**src/rtl/argmax_classifier_if.sv**
```systemverilog
// ---------------------------------------------------------------------------
// argmax_classifier_if
//   Groups the logit input stream and the classification result handshake.
//
//   Input stream : in_valid, in_ready, in_logit[LOGIT_W], in_last
//   Result       : out_valid, out_ready, out_class[IDX_W], out_max[LOGIT_W],
//                  out_margin[LOGIT_W+1], out_err
//
//   slave  : the argmax block (consumes logits, produces the result)
//   master : the surrounding logic (produces logits, consumes the result)
// ---------------------------------------------------------------------------
interface argmax_classifier_if #(
    parameter int LOGIT_W = 8,
    parameter int IDX_W   = 1
);
    logic               in_valid;
    logic               in_ready;
    logic [LOGIT_W-1:0] in_logit;
    logic               in_last;
    logic               out_valid;
    logic               out_ready;
    logic [IDX_W-1:0]   out_class;
    logic [LOGIT_W-1:0] out_max;
    logic [LOGIT_W:0]   out_margin;
    logic               out_err;

    modport slave (
        input  in_valid, in_logit, in_last, out_ready,
        output in_ready, out_valid, out_class, out_max, out_margin, out_err
    );

    modport master (
        output in_valid, in_logit, in_last, out_ready,
        input  in_ready, out_valid, out_class, out_max, out_margin, out_err
    );
endinterface

```
**src/rtl/argmax_classifier.sv**
```systemverilog
// ---------------------------------------------------------------------------
// argmax_classifier
//   Streaming argmax over one vector of NUM_CLASSES logits (one per beat).
//   Tracks the best and runner-up logit while the vector streams in, then
//   presents the winning class, its logit, the margin to the runner-up and a
//   length-error flag through a valid/ready handshake.
//
//   Ports:
//     clk  : clock
//     rst  : synchronous active-high reset
//     bus  : argmax_classifier_if.slave
//              in_valid/in_ready/in_logit/in_last  logit stream
//              out_valid/out_ready                 result handshake
//              out_class  winning index (lowest index on ties)
//              out_max    winning logit
//              out_margin unsigned best - runner-up, LOGIT_W+1 bits
//              out_err    vector ended early (in_last) or ran long (no in_last)
// ---------------------------------------------------------------------------
module argmax_classifier #(
    parameter int NUM_CLASSES   = 2,
    parameter int LOGIT_W       = 8,
    parameter bit SIGNED_LOGITS = 1'b1
) (
    input  logic               clk,
    input  logic               rst,
    argmax_classifier_if.slave bus
);
    localparam int IDX_W = (NUM_CLASSES > 2) ? $clog2(NUM_CLASSES) : 1;
    localparam logic [IDX_W-1:0] LAST_IDX = IDX_W'(NUM_CLASSES - 1);
    // Seed for the runner-up so that any real logit beats it.
    localparam logic [LOGIT_W-1:0] MIN_LOGIT =
        SIGNED_LOGITS ? {1'b1, {(LOGIT_W-1){1'b0}}} : {LOGIT_W{1'b0}};

    typedef enum logic {
        ACCUM = 1'b0,
        HOLD  = 1'b1
    } state_t;

    function automatic logic f_gt(input logic [LOGIT_W-1:0] a,
                                  input logic [LOGIT_W-1:0] b);
        logic signed [LOGIT_W-1:0] sa;
        logic signed [LOGIT_W-1:0] sb;
        sa = a;
        sb = b;
        if (SIGNED_LOGITS) return sa > sb;
        return a > b;
    endfunction

    // One extra bit holds the full span (e.g. 127 - (-128) = 255 for 8 bits).
    function automatic logic [LOGIT_W:0] f_margin(input logic [LOGIT_W-1:0] hi,
                                                  input logic [LOGIT_W-1:0] lo);
        logic signed [LOGIT_W:0] ext_hi;
        logic signed [LOGIT_W:0] ext_lo;
        logic signed [LOGIT_W:0] diff;
        ext_hi = SIGNED_LOGITS ? {hi[LOGIT_W-1], hi} : {1'b0, hi};
        ext_lo = SIGNED_LOGITS ? {lo[LOGIT_W-1], lo} : {1'b0, lo};
        diff   = ext_hi - ext_lo;
        return diff;
    endfunction

    state_t             r_state;
    logic [IDX_W-1:0]   r_count;
    logic               r_in_ready;

    logic [LOGIT_W-1:0] r_best_p0;
    logic [LOGIT_W-1:0] r_second_p0;
    logic [IDX_W-1:0]   r_idx_p0;

    logic               r_vld_p1;
    logic [IDX_W-1:0]   r_class_p1;
    logic [LOGIT_W-1:0] r_max_p1;
    logic [LOGIT_W:0]   r_margin_p1;
    logic               r_err_p1;

    logic               w_accept;
    logic               w_first;
    logic               w_last_beat;
    logic               w_end;
    logic               w_len_err;
    logic [LOGIT_W-1:0] w_best_nxt;
    logic [LOGIT_W-1:0] w_second_nxt;
    logic [IDX_W-1:0]   w_idx_nxt;

    assign w_accept    = bus.in_valid && r_in_ready;
    assign w_first     = (r_count == '0);
    assign w_last_beat = (r_count == LAST_IDX);
    assign w_end       = w_last_beat || bus.in_last;
    // Error when in_last and the final slot disagree: early last or missing last.
    assign w_len_err   = bus.in_last ^ w_last_beat;

    // Stage p0: running best / runner-up including the current beat
    always_comb begin
        w_best_nxt   = r_best_p0;
        w_second_nxt = r_second_p0;
        w_idx_nxt    = r_idx_p0;
        if (w_first) begin
            w_best_nxt   = bus.in_logit;
            w_second_nxt = MIN_LOGIT;
            w_idx_nxt    = '0;
        end else if (f_gt(bus.in_logit, r_best_p0)) begin
            w_best_nxt   = bus.in_logit;
            w_second_nxt = r_best_p0;
            w_idx_nxt    = r_count;
        end else if (f_gt(bus.in_logit, r_second_p0)) begin
            w_second_nxt = bus.in_logit;
        end
    end

    always_ff @(posedge clk) begin
        if (w_accept) begin
            r_best_p0   <= w_best_nxt;
            r_second_p0 <= w_second_nxt;
            r_idx_p0    <= w_idx_nxt;
        end
    end

    // Stage p1: control FSM and registered result
    always_ff @(posedge clk) begin
        if (rst) begin
            r_state     <= ACCUM;
            r_count     <= '0;
            r_in_ready  <= 1'b1;
            r_vld_p1    <= 1'b0;
            r_class_p1  <= '0;
            r_max_p1    <= '0;
            r_margin_p1 <= '0;
            r_err_p1    <= 1'b0;
        end else begin
            case (r_state)
                ACCUM: begin
                    if (w_accept) begin
                        if (w_end) begin
                            r_state     <= HOLD;
                            r_in_ready  <= 1'b0;
                            r_vld_p1    <= 1'b1;
                            r_class_p1  <= w_idx_nxt;
                            r_max_p1    <= w_best_nxt;
                            // A single-beat vector has no runner-up to compare.
                            r_margin_p1 <= w_first ? '0 : f_margin(w_best_nxt, w_second_nxt);
                            r_err_p1    <= w_len_err;
                        end else begin
                            r_count <= r_count + IDX_W'(1);
                        end
                    end
                end
                HOLD: begin
                    // No bypass: the next vector starts the cycle after the handshake.
                    if (bus.out_ready) begin
                        r_state    <= ACCUM;
                        r_count    <= '0;
                        r_in_ready <= 1'b1;
                        r_vld_p1   <= 1'b0;
                    end
                end
                default: begin
                    r_state <= ACCUM;
                end
            endcase
        end
    end

    assign bus.in_ready   = r_in_ready;
    assign bus.out_valid  = r_vld_p1;
    assign bus.out_class  = r_class_p1;
    assign bus.out_max    = r_max_p1;
    assign bus.out_margin = r_margin_p1;
    assign bus.out_err    = r_err_p1;
endmodule

```
**src/flat_wrapper.sv**
```systemverilog
// flat-port wrapper written by rule: the top's interface ports become plain ports
module argmax_classifier_flat 
#(
    parameter int NUM_CLASSES   = 2,
    parameter int LOGIT_W       = 8,
    parameter bit SIGNED_LOGITS = 1'b1
)
  (clk, rst, bus_in_valid, bus_in_logit, bus_in_last, bus_out_ready, bus_in_ready, bus_out_valid, bus_out_class, bus_out_max, bus_out_margin, bus_out_err);
  argmax_classifier_if #(.LOGIT_W(LOGIT_W)) bus_i ();
  input  logic clk;
  input  logic rst;
  input wire logic [$bits(bus_i.in_valid)-1:0] bus_in_valid;
  input wire logic [$bits(bus_i.in_logit)-1:0] bus_in_logit;
  input wire logic [$bits(bus_i.in_last)-1:0] bus_in_last;
  input wire logic [$bits(bus_i.out_ready)-1:0] bus_out_ready;
  output wire logic [$bits(bus_i.in_ready)-1:0] bus_in_ready;
  output wire logic [$bits(bus_i.out_valid)-1:0] bus_out_valid;
  output wire logic [$bits(bus_i.out_class)-1:0] bus_out_class;
  output wire logic [$bits(bus_i.out_max)-1:0] bus_out_max;
  output wire logic [$bits(bus_i.out_margin)-1:0] bus_out_margin;
  output wire logic [$bits(bus_i.out_err)-1:0] bus_out_err;
  assign bus_i.in_valid = bus_in_valid;
  assign bus_i.in_logit = bus_in_logit;
  assign bus_i.in_last = bus_in_last;
  assign bus_i.out_ready = bus_out_ready;
  assign bus_in_ready = bus_i.in_ready;
  assign bus_out_valid = bus_i.out_valid;
  assign bus_out_class = bus_i.out_class;
  assign bus_out_max = bus_i.out_max;
  assign bus_out_margin = bus_i.out_margin;
  assign bus_out_err = bus_i.out_err;
  argmax_classifier #(.NUM_CLASSES(NUM_CLASSES), .LOGIT_W(LOGIT_W), .SIGNED_LOGITS(SIGNED_LOGITS)) u_core (.clk(clk), .rst(rst), .bus(bus_i));
endmodule
```
**config.mk**
```make
export PLATFORM = sky130hd
export DESIGN_NAME = argmax_classifier_flat
export DESIGN_NICKNAME = d
export VERILOG_FILES = /design/src/rtl/argmax_classifier_if.sv /design/src/rtl/argmax_classifier.sv /design/src/flat_wrapper.sv
export SDC_FILE = /design/constraint.sdc
export NUM_CORES = 1
export LEC_CHECK = 0
export BUFFER_PORTS_ARGS = -buffer_cell sky130_fd_sc_hd__buf_2
export CAP_MARGIN = 30
export CORE_MARGIN = 4
export CORE_UTILIZATION = 31
export CTS_BUF_LIST = sky130_fd_sc_hd__clkbuf_4 sky130_fd_sc_hd__clkbuf_8 sky130_fd_sc_hd__clkbuf_16
export DETAILED_ROUTE_END_ITERATION = 10
export GPL_TIMING_DRIVEN = 0
export SLEW_MARGIN = 30
export SYNTH_ARGS = -nofsm -noshare
export SYNTH_HDL_FRONTEND = slang
export SYNTH_SLANG_ARGS = --single-unit
```
**constraint.sdc**
```tcl
create_clock -name clk -period 4.48 [get_ports clk]
set_input_delay 0.224 -clock clk [delete_from_list [all_inputs] [get_ports clk]]
set_output_delay 0.224 -clock clk [all_outputs]
set_load 0.01 [all_outputs]
```
==> metrics.md <==
| Metric | Value |
|---|---|
| Critical Path Sink Type | `register` |
| Final Power | `a little under 1 mW` |
| GRT overflow | `0` |
| Worst-Skew Late Latency | `slightly below 0.3 ns` |
| Leak | `~1.3 nW` |
| Maximum vdd ir drop | `0.000147 V` |
| Core ar. | `7810 sq um` |
| Final core occ | `0.373` |
| Int Power | `approximately 0.67 mW` |
| Clock power frac | `0.283` |
| Area growth from synthesis to layout | `16.3%` |
| Peak Freq | `approximately 0.25 GHz` |
| Post-synthesis sequential area ratio | `0.388` |
| Routed wire length per instance | `approximately 14 microns` |
| Setup TNS | `0 ns` |
| Worst-path fanout max | `10` |
| Number of cells on the critical path | `16` |
| Critical Path Max Stage Delay | `between 0.4 and 0.5 ns` |
| CP Data Required Time | `about 4.7 ns` |
| Clock H-tree levels | `2` |
| HPWL Detailed | `4.38 mm` |
| Clock Path Buffers | `2` |
| Critical path's slowest cell | `or4_1` |
| Final count of hold timing violations | `0` |
| Synthesized Nets | `about 310` |
| First-pass DRT Iterations | `4` |
| Post-Route WL | `around 5.6 mm` |
| TritonCTS Buffers | `5` |
| CP bufs+invs | `3` |
| Chip width | `between 90 and 100 microns` |
| Remaining routing DRC violations | `0` |
| RSZ-0062 raised after global routing | `no` |
| Crit path max-delay family | `compound AO/OA/AOI/OAI gates` |
| CTS Hold Bufs | `0` |
| Crit. Startpoint | `u_core.r_best_p0[5]$_DFFE_PP_` |
| Vias in the first global route | `2,014` |
| 1st-iter DRT viols | `59` |
| Min-Delay Path Class | `in2reg` |
| Setup Buffers After CTS | `0` |
| CTS root buf | `clkbuf_8` |
| Starting Density | `0.321` |
| Type of origin of the critical path | `register` |
| Chip height | `97.8 microns` |
| Cell area after layout | `around 2900 sq um` |
| Initial antenna violation count | `0` |
| Antenna viol nets, final | `0` |
| Hold_ws | `0.244 ns` |
| Worst slew margin | `0.521` |
| Die ar. | `9570 sq um` |
| Reg2reg end | `u_core.bus.out_margin[4]$_SDFFE_PP0P_` |
| Min Tclk post-route | `4.05 ns` |
| Skew final | `approximately 0.011 ns` |
| Clk sinks | `40` |
| GRT Util Overall | `0.121` |
| Sw power | `0.292 mW` |
| Reg2reg start | `u_core.r_best_p0[5]$_DFFE_PP_` |
| Slew @ Worst Pin | `0.717 ns` |
| Global-route wire length before repair | `approximately 9.6 mm` |
| PD cells | `331 nW/um^2` |
| Final Cycle Share | `0.903` |
| Most common cell after layout, fill and taps aside | `buf_2` |
| CTS resizes | `0` |
| Placed cell areas | `2800 sq um` |
| Gate power share | `0.273` |
| Netlist cell types | `44` |
| Switching part of the total | `0.303` |
| Cell Area, Synth | `~2500 sq um` |
| CTS tree | `yes` |
| Gate count of the mapped netlist | `between 200 and 300` |
| Number of synthesis warnings | `0` |
| Flop pwr share | `0.444` |
| Commonest non-fill, non-tap cells in the layout | `buf_2 (32), nand2_1 (27), inv_1 (25), ha_1 (25), nor2_1 (24)` |
| Reg2reg path depth | `16` |
| Crit-path cells | `inv_1 > ha_1 > a21o_1 > a2111oi_4 > a21o_1 > o31ai_2 > buf_6 > clkbuf_1 > o21ai_0 > ha_1 > fa_1 > nor2b_1 > o21a_1 > o21a_1 > or4_1 > a21oi_1` |
| Post-layout nets | `approximately 350` |
| Pin count of the biggest net entering global routing | `19` |
| Setup crit end | `u_core.bus.out_margin[4]$_SDFFE_PP0P_` |
| Post-Synthesis Mean Instance Area | `approximately 9.3 sq um` |
| Reg clk slew, reported paths | `roughly 0.080 ns` |
| Crit path DAT | `4.27 ns` |
| Vias | `2,019` |
| Critical path type | `reg2reg` |
| Number of port buffers | `32` |
| Layout cells sized above 1 | `0.175` |
| Ant diodes | `0` |
| Status | `finished, final reports clean` |
| Final slew viol count | `0` |
| I/O Pins | `34` |
| MaxCap Viol Count | `0` |
| Setup slack, reg-to-reg | `about 0.43 ns` |
| Number of synthesized register bits | `40` |
| Gpl congestion | `0.814` |
| Number of vias per cell | `4.92` |
| Final Setup Violations | `0` |
| Rows | `32` |
==> worst min-delay path by stage <==
stage                                          start                                    end  slack [ns]  cells after the start
2_1_floorplan                          bus_out_ready            u_core.r_count$_SDFFE_PP0P_        0.40                      2
3_3_place_gp   u_core.bus.out_margin[5]$_SDFFE_PP0P_  u_core.bus.out_margin[5]$_SDFFE_PP0P_        0.44                      2
3_5_place_dp   u_core.bus.out_margin[0]$_SDFFE_PP0P_  u_core.bus.out_margin[0]$_SDFFE_PP0P_        0.45                      2
4_1_cts                                bus_out_ready            u_core.r_count$_SDFFE_PP0P_        0.23                      3
5_1_grt                                bus_out_ready            u_core.r_count$_SDFFE_PP0P_        0.24                      3
6_report                               bus_out_ready            u_core.r_count$_SDFFE_PP0P_        0.24                      3
==> Yosys cell counts <==
master     instances  area share
clkinv_1           1      0.0015
o211ai_1           2      0.0060
clkbuf_1           8       0.012
nand3_1            5       0.010
o211a_4            1      0.0070
mux2_2             2      0.0090
nor2b_1            4       0.010
mux2_4             4       0.024
o21ai_2            1      0.0035
mux2i_1           10       0.040
o31ai_2            1      0.0050
ha_1              25        0.13
a21o_1             4       0.012
inv_1             25       0.038
o221ai_1           1      0.0035
a211o_1            1      0.0035
nor3b_1            2      0.0060
nor4_2             1      0.0050
nand2_1           27       0.041
o21ai_0           12       0.024
o22a_1             1      0.0035
a211oi_1           2      0.0060
o21a_1            15       0.045
or3_1              4       0.010
buf_6              1      0.0045
a2111oi_4          1       0.011
nand4_1            3      0.0075
buf_4              1      0.0030
a21oi_1           18       0.036
a22o_1             1      0.0035
nor2_1            24       0.036
nor3_1             6       0.012
a2111o_1           1      0.0045
xnor2_1            3       0.011
a22oi_1            1      0.0030
edfxtp_1          17        0.20
fa_1               1      0.0080
nor4_1             2      0.0050
o21bai_1           1      0.0030
o41ai_1            1      0.0035
dfxtp_1           23        0.18
nand3b_1           1      0.0030
nand2b_1           1      0.0025
or4_1              2      0.0060
==> layer usage <==
metal	share of wire	GRT usage	vias up
li1	-	-	1033
met1	0.49	0.163	939
met2	0.47	0.199	42
met3	0.035	0.0229	5
met4	0.0070	0.0330	0
met5	0	0	-
==> per-stage QoR <==
stage	setup WS, ns	std cells
after floorplan	0.961	268
after global placement	0.521	402
after detailed placement	0.426	402
after CTS	0.415	410
after global routing	0.120	410
final	0.435	410
==> power groups by stage <==
stage | logic [mW] | registers, mW | clock network [mW]
6_report | 0.263 | 0.428 | 0.273
5_1_grt | 0.300 | 0.432 | 0.299
4_1_cts | 0.265 | 0.428 | 0.283
3_5_place_dp | 0.263 | 0.437 | 0
3_3_place_gp | 0.257 | 0.436 | 0
2_1_floorplan | 0.187 | 0.440 | 0
==> registers in the layout, indices dropped and copies added (netlist names) <==
name	flops
u_core.bus.in_ready	1
u_core.bus.out_class	1
u_core.bus.out_err	1
u_core.bus.out_margin	9
u_core.bus.out_max	8
u_core.bus.out_valid	1
u_core.r_best_p0	8
u_core.r_count	1
u_core.r_idx_p0	1
u_core.r_second_p0	8
u_core.r_state	1
==> final cells by class <==
class,instances,area [sq um]
sequential,40,971
clock buffer,7,101
multi-input combinational,192,1400
inverter,26,97.6
buffer,10,48.8
clock inverter,1,5.00
fill,806,4900
tap,102,128
timing repair buffer,32,160
==> worst register-to-register path: cells and delay by family, from the launching register on <==
| kind | cells | cell delay [ns] |
|---|---|---|
| AO/OA/AOI/OAI | 8 | 1.86 |
| adder cells (fa/ha/maj) | 3 | 0.71 |
| buffers and inverters | 3 | 0.45 |
| flip-flops | 1 | 0.42 |
| AND/OR/NAND/NOR | 2 | 0.54 |
==> cells by family after synthesis <==
family,share of synthesized area
adder cells (fa/ha/maj),0.133
XOR/XNOR,0.0105
multiplexers,0.0730
AO/OA/AOI/OAI,0.184
AND/OR/NAND/NOR,0.153
flip-flops,0.388
buffers and inverters,0.0585
Note: power is estimated with default switching activity, not from simulation.
